==> src/rtl/uart_rx_ctrl_if.sv <==
// Bus bundle for uart_rx_ctrl: receiver valid/next handshake plus the
// CPU memory-mapped register port and the interrupt line.
interface uart_rx_ctrl_if;
  logic        rx_dv;
  logic [7:0]  rx_byte;
  logic        rx_next;
  logic        mem_addr;
  logic        mem_wen;
  logic [31:0] mem_wdata;
  logic [31:0] mem_rdata;
  logic        irq;

  // Driver side: the receiver and the CPU.
  modport master (
    output rx_dv, rx_byte, mem_addr, mem_wen, mem_wdata,
    input  rx_next, mem_rdata, irq
  );

  // Controller side.
  modport slave (
    input  rx_dv, rx_byte, mem_addr, mem_wen, mem_wdata,
    output rx_next, mem_rdata, irq
  );
endinterface

==> src/rtl/uart_rx_ctrl.sv <==
// UART receive-side controller: acks bytes from the receiver into a
// DEPTH-entry FIFO, exposes DATA/STATUS registers to the CPU and raises a
// level interrupt while data is pending.
module uart_rx_ctrl #(
  parameter int unsigned DEPTH        = 16,
  parameter int unsigned AW           = 4,
  parameter bit          DROP_ON_FULL = 1'b0
) (
  input logic           clk,
  input logic           rst_n,
  uart_rx_ctrl_if.slave bus
);

  typedef enum logic {
    IDLE     = 1'b0,
    WAIT_LOW = 1'b1
  } state_t;

  localparam logic [AW:0] FULL_COUNT = (AW+1)'(DEPTH);

  state_t        state, state_next;
  logic [7:0]    mem [DEPTH];
  logic [AW-1:0] wr_ptr, rd_ptr;
  logic [AW:0]   count;
  logic          overflow, irq_en, irq_q, rx_next_q;
  logic          empty, full, push, pop, drop, ack, status_wr;
  logic [31:0]   rdata;
  logic          unused_wdata;

  assign empty     = (count == '0);
  assign full      = (count == FULL_COUNT);
  assign pop       = bus.mem_wen && !bus.mem_addr && bus.mem_wdata[31] && !empty;
  assign status_wr = bus.mem_wen && bus.mem_addr;

  assign unused_wdata = ^{bus.mem_wdata[30], bus.mem_wdata[27:0]};

  // Capture FSM next state: ack once per held byte, then wait for rx_dv low.
  always_comb begin
    state_next = state;
    push       = 1'b0;
    drop       = 1'b0;
    ack        = 1'b0;
    case (state)
      IDLE: begin
        if (bus.rx_dv) begin
          if (!full) begin
            push       = 1'b1;
            ack        = 1'b1;
            state_next = WAIT_LOW;
          end else if (DROP_ON_FULL) begin
            drop       = 1'b1;
            ack        = 1'b1;
            state_next = WAIT_LOW;
          end
        end
      end
      WAIT_LOW: begin
        if (!bus.rx_dv) state_next = IDLE;
      end
      default: state_next = IDLE;
    endcase
  end

  // FSM state register and registered one-cycle ack pulse.
  always_ff @(posedge clk or negedge rst_n) begin
    if (!rst_n) begin
      state     <= IDLE;
      rx_next_q <= 1'b0;
    end else begin
      state     <= state_next;
      rx_next_q <= ack;
    end
  end

  // FIFO pointers and occupancy; simultaneous push and pop leave count unchanged.
  always_ff @(posedge clk or negedge rst_n) begin
    if (!rst_n) begin
      wr_ptr <= '0;
      rd_ptr <= '0;
      count  <= '0;
    end else begin
      if (push) wr_ptr <= wr_ptr + 1'b1;
      if (pop)  rd_ptr <= rd_ptr + 1'b1;
      case ({push, pop})
        2'b10:   count <= count + 1'b1;
        2'b01:   count <= count - 1'b1;
        default: count <= count;
      endcase
    end
  end

  // FIFO storage; contents are masked by count so no reset is needed.
  always_ff @(posedge clk) begin
    if (push) mem[wr_ptr] <= bus.rx_byte;
  end

  // Overflow flag (a drop beats a same-cycle clear), irq enable and irq line.
  always_ff @(posedge clk or negedge rst_n) begin
    if (!rst_n) begin
      overflow <= 1'b0;
      irq_en   <= 1'b0;
      irq_q    <= 1'b0;
    end else begin
      if (drop)
        overflow <= 1'b1;
      else if (status_wr && bus.mem_wdata[29])
        overflow <= 1'b0;
      if (status_wr) irq_en <= bus.mem_wdata[28];
      irq_q <= irq_en && !empty;
    end
  end

  // Register read mux: DATA shows the head byte, STATUS the flags and count.
  always_comb begin
    rdata = '0;
    if (!bus.mem_addr) begin
      rdata[31]  = !empty;
      rdata[30]  = overflow;
      rdata[7:0] = empty ? 8'h00 : mem[rd_ptr];
    end else begin
      rdata[31]   = !empty;
      rdata[30]   = full;
      rdata[29]   = overflow;
      rdata[28]   = irq_en;
      rdata[AW:0] = count;
    end
  end

  assign bus.rx_next   = rx_next_q;
  assign bus.irq       = irq_q;
  assign bus.mem_rdata = rdata;

endmodule

==> src/flat_wrapper.sv <==
// flat-port wrapper written by rule: the top's interface ports become plain ports
module uart_rx_ctrl_flat 
#(
  parameter int unsigned DEPTH        = 16,
  parameter int unsigned AW           = 4,
  parameter bit          DROP_ON_FULL = 1'b0
)
  (clk, rst_n, bus_rx_dv, bus_rx_byte, bus_mem_addr, bus_mem_wen, bus_mem_wdata, bus_rx_next, bus_mem_rdata, bus_irq);
  uart_rx_ctrl_if bus_i ();
  input logic clk;
  input logic rst_n;
  input wire logic [$bits(bus_i.rx_dv)-1:0] bus_rx_dv;
  input wire logic [$bits(bus_i.rx_byte)-1:0] bus_rx_byte;
  input wire logic [$bits(bus_i.mem_addr)-1:0] bus_mem_addr;
  input wire logic [$bits(bus_i.mem_wen)-1:0] bus_mem_wen;
  input wire logic [$bits(bus_i.mem_wdata)-1:0] bus_mem_wdata;
  output wire logic [$bits(bus_i.rx_next)-1:0] bus_rx_next;
  output wire logic [$bits(bus_i.mem_rdata)-1:0] bus_mem_rdata;
  output wire logic [$bits(bus_i.irq)-1:0] bus_irq;
  assign bus_i.rx_dv = bus_rx_dv;
  assign bus_i.rx_byte = bus_rx_byte;
  assign bus_i.mem_addr = bus_mem_addr;
  assign bus_i.mem_wen = bus_mem_wen;
  assign bus_i.mem_wdata = bus_mem_wdata;
  assign bus_rx_next = bus_i.rx_next;
  assign bus_mem_rdata = bus_i.mem_rdata;
  assign bus_irq = bus_i.irq;
  uart_rx_ctrl #(.DEPTH(DEPTH), .AW(AW), .DROP_ON_FULL(DROP_ON_FULL)) u_core (.clk(clk), .rst_n(rst_n), .bus(bus_i));
endmodule
==> config.mk <==
export PLATFORM = sky130hd
export DESIGN_NAME = uart_rx_ctrl_flat
export DESIGN_NICKNAME = d
export VERILOG_FILES = /design/src/rtl/uart_rx_ctrl_if.sv /design/src/rtl/uart_rx_ctrl.sv /design/src/flat_wrapper.sv
export SDC_FILE = /design/constraint.sdc
export NUM_CORES = 1
export LEC_CHECK = 0
export CORE_MARGIN = 2
export CORE_UTILIZATION = 24
export CTS_CLUSTER_DIAMETER = 50
export DETAILED_ROUTE_END_ITERATION = 8
export PLACE_DENSITY = 0.51
export SYNTH_ARGS = -nofsm -noshare
export SYNTH_HDL_FRONTEND = slang
export SYNTH_SLANG_ARGS = --single-unit
==> constraint.sdc <==
create_clock -name clk -period 3.7 [get_ports clk]
set_clock_uncertainty 0.15 [all_clocks]
set_input_delay 0.555 -clock clk [delete_from_list [all_inputs] [get_ports clk]]
set_output_delay 0.555 -clock clk [all_outputs]
set_load 0.01 [all_outputs]
==> results.sh, run 1 <==
export IMPL_status="finished, final reports clean"
export IMPL_numClockSinks=145
export IMPL_crit_path_max_incr_delay_ps=630
export IMPL_yosysTopAreaCell="edfxtp_1"
export IMPL_core_um2=25300
export IMPL_maxCapViolations=0
export IMPL_die_area_um2=27100
export IMPL_rsz0062_at_grt="no"
export IMPL_grt_ovfl_total=0
export IMPL_path_max_fanout=10
export IMPL_antenna_found_initial=0
export IMPL_postCtsHoldBufs=0
export IMPL_firstDrtPassIters=4
export IMPL_antennaDiodeCount=0
export IMPL_grt_max_degree=36
export IMPL_core_rowCount=58
export IMPL_synthDistinctLibCells=38
export IMPL_fin_crit_ps=3630
export IMPL_synthToLayoutAreaGrowth_pct=18.9
export IMPL_setup_tns_ps=0
export IMPL_clk_latency_ps=420
export IMPL_cts_tree="yes"
export IMPL_netlist_instances=335
export IMPL_start_util=0.245
export IMPL_p_switching_mw=1.58
export IMPL_synth_edf_count=128
export IMPL_maxSlewViolCount=0
export IMPL_avgRoutedWirePerCell_um=17.5
export IMPL_crit_slowest_cell="a211oi_1"
export IMPL_vdd_ir_drop_max_uv=307
export IMPL_nets=436
export IMPL_drt_wl_total_mm=12.7
export IMPL_gp_congestion=0.765
export IMPL_vias=3037
export IMPL_synth_seq_area_share=0.689
export IMPL_crit_type="reg -> out"
export IMPL_synth_top_area_frac=0.620
export IMPL_hold_class="reg -> reg"
export IMPL_drtIter0Drc=253
export IMPL_p_clk_frac=0.292
export IMPL_arrival_ps=2930
export IMPL_dp_hpwl_mm=8.23
export IMPL_pwr_share_comb=0.298
export IMPL_numCtsBuffers=17
export IMPL_ys_top_cells_by_area="edfxtp_1 (62%), dfrtp_1 (6.9%), mux4_2 (6.5%)"
export IMPL_fin_area_um2=7370
export IMPL_grt_pass1_wl_mm=19.1
export IMPL_dpl_cell_area_um2=6790
export IMPL_fmax_ghz=0.275
export IMPL_switching_share=0.304
export IMPL_detail_route_antenna_nets=0
export IMPL_power_density_nw_per_um2=704
export IMPL_maxSlewHeadroom=0.453
export IMPL_async_reset_ff_frac=0.117
export IMPL_tightest_slew_ps=818
export IMPL_drive_gt1_frac=0.193
export IMPL_synth_ff_type="edfxtp_1"
export IMPL_cts_htree_levels=4
export IMPL_pin_count=79
export IMPL_drc=0
export IMPL_fin_crit_sh=0.982
export IMPL_hold_violations=0
export IMPL_seqPwrFrac=0.410
export IMPL_layout_setup_ws_ps=66.1
export IMPL_ys_warn_count=0
export IMPL_ys_ff_latch=145
export IMPL_fp_dieW_um=165
export IMPL_cp_cell_sequence="buf_4 -> mux4_2 -> mux2i_1 -> a211oi_1 -> a21o_1 -> clkdlybuf4s50_1"
export IMPL_synth_area_per_cell_um2=18.5
export IMPL_die_h_um=165
export IMPL_power_leakage_nw=2.55
export IMPL_io_buffers=27
export IMPL_internal_power_mw=3.61
export IMPL_grt_util_all_layers=0.101
export IMPL_syn_area_um2=6190
export IMPL_cts_buffer_depth=2
export IMPL_end_kind="output pin"
export IMPL_grt_pass1_vias=3084
export IMPL_vias_per_cell=4.19
export IMPL_start_kind="flip-flop"
export IMPL_dp_slack_ps=345
export IMPL_setup_viol=0
export IMPL_required_ps=2990
export IMPL_clock_root_buffer="clkbuf_16"
export IMPL_clkTransAtPathRegs_ps=60
export IMPL_fillCellCount=2501
==> area by class of cell <==
class / count / area [µm²] / area share
Sequential cell: 145 / 4270 / 0.580
Inverter: 8 / 30.0 / 0.00408
Timing Repair Buffer: 45 / 430 / 0.0584
Tap cell: 330 / 413 / 0.0560
Clock buffer: 19 / 433 / 0.0588
Clock inverter: 13 / 86.3 / 0.0117
Multi-Input combinational cell: 164 / 1700 / 0.231
==> routing by layer <==
| metal | GRT usage | vias to the layer above | wire length [µm] |
|---|---|---|---|
| li1 | - | 1379 | - |
| met4 | 0.0383 | 0 | 250 |
| met2 | 0.160 | 88 | 5990 |
| met5 | 0 | - | 0 |
| met1 | 0.129 | 1555 | 5670 |
| met3 | 0.0306 | 15 | 742 |
==> final timing paths <==
check | to | slack [ps] | from | cells past startpoint
setup / recovery | bus_mem_rdata[3] | 70 | u_core.rd_ptr[0]$_DFFE_PN0P_ | 6
hold / removal | u_core.state$_DFF_PN0_ | 330 | u_core.state$_DFF_PN0_ | 1
setup reg to reg | u_core.count[4]$_DFFE_PN0P_ | 510 | u_core.count[0]$_DFFE_PN0P_ | 11
hold reg to reg | u_core.state$_DFF_PN0_ | 330 | u_core.state$_DFF_PN0_ | 1
max in group asynchronous | u_core.rd_ptr[0]$_DFFE_PN0P_ | 2340 | rst_n | 1
min in group asynchronous | u_core.count[1]$_DFFE_PN0P_ | 460 | rst_n | 1
==> worst max-delay path: cells and delay by family, from the launching register on <==
family	cells	cell delay, ps
AOI/OAI and AO/OA	2	780
buffers and inverters	2	740
muxes	2	410
DFF	1	560
==> power groups by stage <==
stage	Clock, mW	Combinational, mW	Sequential [mW]
2_1_floorplan	0	1.11	2.03
3_5_place_dp	0	1.50	2.16
5_1_grt	1.62	1.68	2.15
3_3_place_gp	0	1.48	2.16
6_report	1.52	1.54	2.13
4_1_cts	1.55	1.51	2.13
==> sequential cells by signal (all words and copies together) (netlist names) <==
register / cells
u_core.mem: 128
u_core.count: 5
u_core.rd_ptr: 4
u_core.wr_ptr: 4
u_core.bus.irq: 1
u_core.bus.rx_next: 1
u_core.irq_en: 1
u_core.state: 1
==> cell families (layout without fill, tap and decap cells) <==
kind of cell             Yosys count  count (layout)  share of synthesized area
flip-flops                       145             145                      0.689
AND/OR/NAND/NOR                   50              50                     0.0477
buffers and inverters             46              85                     0.0517
multiplexers                      41              41                      0.140
AO/OA/AOI/OAI                     32              32                     0.0356
adder cells (fa/ha/maj)           10              10                     0.0214
XOR/XNOR                          10              10                     0.0141
other                              1              21                   0.000605
==> cells in the final DEF (no fill, tap or decap), types with 2 or more instances in the layout <==
cell type | netlist | final
clkdlybuf4s50_1 | 0 | 27
clkinv_1 | 0 | 3
inv_6 | 0 | 4
a21o_1 | 5 | 5
a211oi_2 | 0 | 4
mux2i_1 | 7 | 7
a211o_1 | 2 | 2
clkinvlp_4 | 0 | 4
mux4_2 | 18 | 18
buf_12 | 2 | 2
a211oi_1 | 12 | 8
clkbuf_16 | 0 | 17
nand2_1 | 9 | 9
edfxtp_1 | 128 | 128
and3_1 | 9 | 9
inv_1 | 7 | 7
a22o_1 | 2 | 2
clkbuf_1 | 5 | 2
mux4_1 | 14 | 14
xnor2_1 | 7 | 7
mux2_2 | 2 | 2
buf_4 | 23 | 16
and2_1 | 10 | 10
conb_1 | 1 | 21
ha_1 | 9 | 9
o21ai_0 | 4 | 4
clkinv_2 | 0 | 2
a21oi_1 | 6 | 6
dfrtp_1 | 17 | 15
nor2_1 | 2 | 2
xor2_1 | 3 | 3
nand4_1 | 2 | 2
nor2b_1 | 11 | 11
==> timing repair <==
item,CTS,global route
gates resized for setup,2,4
buffers inserted,0,4
setup endpoints to repair,4,4
==> Yosys cell counts (4+ instances only) <==
cell and instances:
edfxtp_1 128, buf_4 23, mux4_2 18, dfrtp_1 17, mux4_1 14, a211oi_1 12
nor2b_1 11, and2_1 10, and3_1 9, ha_1 9, nand2_1 9, inv_1 7
mux2i_1 7, xnor2_1 7, a21oi_1 6, a21o_1 5, buf_2 5, clkbuf_1 5
o21ai_0 4
==> per-stage QoR <==
step                       util  cells  total power, mW  hold slack [ps]
after floorplan               -    355             3.14              109
after global placement    0.269    688             3.63              322
after detailed placement  0.269    688             3.66              326
after CTS                 0.290    720             5.19              341
after global routing      0.292    724             5.46              365
final                     0.292    724             5.19              335
Power figures use the tool's default switching activity.
==> inputs of run 2 (changes only) <==
--- a/config.mk
+++ b/config.mk
@@ -5,6 +5,7 @@
 export SDC_FILE = /design/constraint.sdc
 export NUM_CORES = 1
 export LEC_CHECK = 0
+export ABC_AREA = 1
 export CORE_MARGIN = 2
 export CORE_UTILIZATION = 24
 export CTS_CLUSTER_DIAMETER = 50
==> constraint.sdc (replaced) <==
create_clock -name clk -period 3.7 [get_ports clk]
set_clock_uncertainty 0.15 [all_clocks]
set_input_delay 0.74 -clock clk [delete_from_list [all_inputs] [get_ports clk]]
set_output_delay 0.74 -clock clk [all_outputs]
set_load 0.01 [all_outputs]
==> results.sh, run 2 <==
export IMPL_wl_met3_um=473
export IMPL_vias_per_cell=4.04
export IMPL_ys_top_cells_by_area="edfxtp_1 (59%), nand2_1 (11%), dfrtp_1 (6.5%)"
export IMPL_syn_area_um2=6500
export IMPL_rrSetupSlack_ps=1060
export IMPL_grt_pass1_wl_mm=22.7
export IMPL_multi_input_area_um2=1800
export IMPL_dp_slack_ps=557
export IMPL_grt_util_all_layers=0.107
export IMPL_vdd_ir_drop_max_uv=321
export IMPL_fin_crit_sh=0.938
export IMPL_top_regs="u_core.mem (128), u_core.count (5)"
export IMPL_crit_type="reg -> out"
export IMPL_reg2reg_depth=15
export IMPL_end_kind="output pin"
export IMPL_layout_commonest_cell="nand2_1"
export IMPL_status="finished, final reports clean"
export IMPL_nets=711
export IMPL_synth_commonest_cells="nand2_1 (189), edfxtp_1 (128), nand3_1 (56), nor2_1 (51), inv_1 (39)"
export IMPL_switching_share=0.344
export IMPL_required_ps=2810
export IMPL_internal_power_mw=3.40
export IMPL_pwr_share_comb=0.309
export IMPL_dp_hpwl_mm=9.18
export IMPL_core_um2=26800
export IMPL_gp_congestion=0.767
export IMPL_synthToLayoutAreaGrowth_pct=18.4
export IMPL_postCtsSetupRepairBufs=0
export IMPL_setup_viol=0
export IMPL_synth_edf_count=128
export IMPL_crit_slowest_cell="clkdlybuf4s50_1"
export IMPL_min_delay_start="u_core.state$_DFF_PN0_"
export IMPL_hold_violations=0
export IMPL_ys_ff_latch=145
export IMPL_top_register="u_core.mem"
export IMPL_drive_gt1_frac=0.109
export IMPL_synth_top_area_frac=0.592
export IMPL_clk_latency_ps=430
export IMPL_path_max_fanout=25
export IMPL_p_switching_mw=1.78
export IMPL_layout_setup_ws_ps=228
export IMPL_pin_count=79
export IMPL_hold_path_endpoint="u_core.state$_DFF_PN0_"
export IMPL_fp_dieW_um=169
export IMPL_hold_class="reg -> reg"
export IMPL_io_buffers=27
export IMPL_clock_root_buffer="clkbuf_16"
export IMPL_vias=4077
export IMPL_r2r_start="u_core.count[1]$_DFFE_PN0P_"
export IMPL_synth_compound_area_share=0.0252
export IMPL_power_leakage_nw=3.05
export IMPL_rsz0062_at_grt="no"
export IMPL_synth_most_common_cell="nand2_1"
export IMPL_arrival_ps=2580
export IMPL_dr_wl_met2_mm=7.00
export IMPL_regArea_um2=4270
export IMPL_cp_common_cell="nand2_1"
export IMPL_seqPwrFrac=0.393
export IMPL_start_kind="flip-flop"
export IMPL_cts_resized_gates=0
export IMPL_synth_xor_area_frac=0.0108
export IMPL_core_rowCount=60
export IMPL_cts_htree_levels=4
export IMPL_drtIter0Drc=212
export IMPL_synth_area_per_cell_um2=10.7
export IMPL_die_area_um2=28400
export IMPL_cts_buffer_depth=2
export IMPL_synth_ff_type="edfxtp_1"
export IMPL_crit_path_max_incr_delay_ps=530
export IMPL_fmax_ghz=0.288
export IMPL_synth_adder_area_share=0.0204
export IMPL_reg2reg_to="u_core.count[4]$_DFFE_PN0P_"
export IMPL_muxShareOfSynthArea=0
export IMPL_cp_cell_sequence="inv_4 -> buf_4 -> nand2_1 -> nand2_1 -> nand2_1 -> nand3_1 -> nand2_1 -> nand2_1 -> nand2_1 -> nand2_1 -> clkdlybuf4s50_1"
export IMPL_fillCellCount=2751
export IMPL_antennaDiodeCount=0
export IMPL_async_reset_ff_frac=0.117
export IMPL_tightest_slew_ps=920
export IMPL_firstDrtPassIters=4
export IMPL_largest_register_ff_count=128
export IMPL_numClockSinks=145
export IMPL_drt_wl_total_mm=14.2
export IMPL_holdPathStages=2
export IMPL_met1_length_mm=6.38
export IMPL_cts_tree="yes"
export IMPL_clkTransAtPathRegs_ps=60
export IMPL_synth_seq_area_share=0.657
export IMPL_maxSlewViolCount=0
export IMPL_detail_route_antenna_nets=0
export IMPL_synth_top_family_by_area="simple AND/OR/NAND/NOR gates"
export IMPL_maxCapViolations=0
export IMPL_p_clk_frac=0.298
export IMPL_top_layer="met4"
export IMPL_power_density_nw_per_um2=674
export IMPL_setup_tns_ps=0
export IMPL_netlist_instances=608
export IMPL_avgRoutedWirePerCell_um=14.0
export IMPL_yosysTopAreaCell="edfxtp_1"
export IMPL_die_h_um=169
export IMPL_numCtsBuffers=17
export IMPL_synthDistinctLibCells=29
export IMPL_fin_crit_ps=3470
export IMPL_grt_pass1_vias=4065
export IMPL_grt_max_degree=57
export IMPL_power_mw=5.18
export IMPL_ys_warn_count=0
export IMPL_maxSlewHeadroom=0.385
export IMPL_start_util=0.242
export IMPL_antenna_found_initial=0
export IMPL_grt_ovfl_total=0
export IMPL_drc=0
export IMPL_yosys_area_share_simple=0.208
export IMPL_postCtsHoldBufs=0
export IMPL_final_cell_mix="nand2_1 (189), edfxtp_1 (128), nand3_1 (56)"
## run 2: cell types whose count changed in the layout (fill, tap and decap cells not counted), moves of 14 or more
cell	delta
inv_1	+32
nor2_1	+49
nand3_1	+55
mux4_1	-14
mux4_2	-18
nand2_1	+180
## run 2: cell families (layout without fill, tap and decap cells)
kind of cell,Yosys count,count (layout)
other cells,1,21
flops,145,145
xor+xnor,8,8
fa+ha+maj,10,10
buf+inv,93,133
simple gates,320,320
compound gates,31,31
## run 2: power by group through the flow
stage	clock network [mW]	logic (mW)	registers, mW
2_1_floorplan	0	1.15	2.04
3_3_place_gp	0	1.63	2.07
3_5_place_dp	0	1.63	2.07
4_1_cts	1.57	1.64	2.04
5_1_grt	1.65	1.84	2.06
6_report	1.54	1.60	2.04
## run 2: worst max-delay path by stage
| stage | startpoint | cells after the start | slack (ps) | endpoint |
|---|---|---|---|---|
| 5_1_grt | u_core.rd_ptr[0]$_DFFE_PN0P_ | 11 | 40 | bus_mem_rdata[1] |
| 3_5_place_dp | bus_mem_addr | 15 | 560 | u_core.count[4]$_DFFE_PN0P_ |
| 2_1_floorplan | bus_mem_addr | 16 | 870 | u_core.count[4]$_DFFE_PN0P_ |
| 6_report | u_core.rd_ptr[0]$_DFFE_PN0P_ | 11 | 230 | bus_mem_rdata[1] |
| 4_1_cts | u_core.rd_ptr[0]$_DFFE_PN0P_ | 11 | 180 | bus_mem_rdata[1] |
| 3_3_place_gp | bus_mem_addr | 16 | 540 | u_core.count[4]$_DFFE_PN0P_ |
## run 2: through the flow
step,hold WS [ps],cells,instance area (µm²),util
6_report,332,1009,7690,0.287
5_1_grt,370,1009,7690,0.287
4_1_cts,337,1009,7690,0.287
3_5_place_dp,320,978,7160,0.267
3_3_place_gp,320,978,7160,0.267
2_1_floorplan,294,628,6570,-
## run 2: layer usage
metal	track usage	vias up
li1	-	2075
met1	0.133	1910
met2	0.179	76
met3	0.0229	16
met4	0.0484	0
met5	0	-
## run 2: area by class of cell
cell class	instances	area share
well taps	341	0.0555
clock inverters	12	0.0122
multi-input cells	390	0.234
repair buffers	54	0.0631
inverters	48	0.0238
clock buffers	19	0.0563
flip-flops and latches	145	0.555
## run 2: critical path, delay by kind of cell, from the launching register on
| family | cells | cell delay [ps] |
|---|---|---|
| and+or+nand+nor | 8 | 630 |
| DFF | 1 | 450 |
| buffers and inverters | 3 | 1090 |
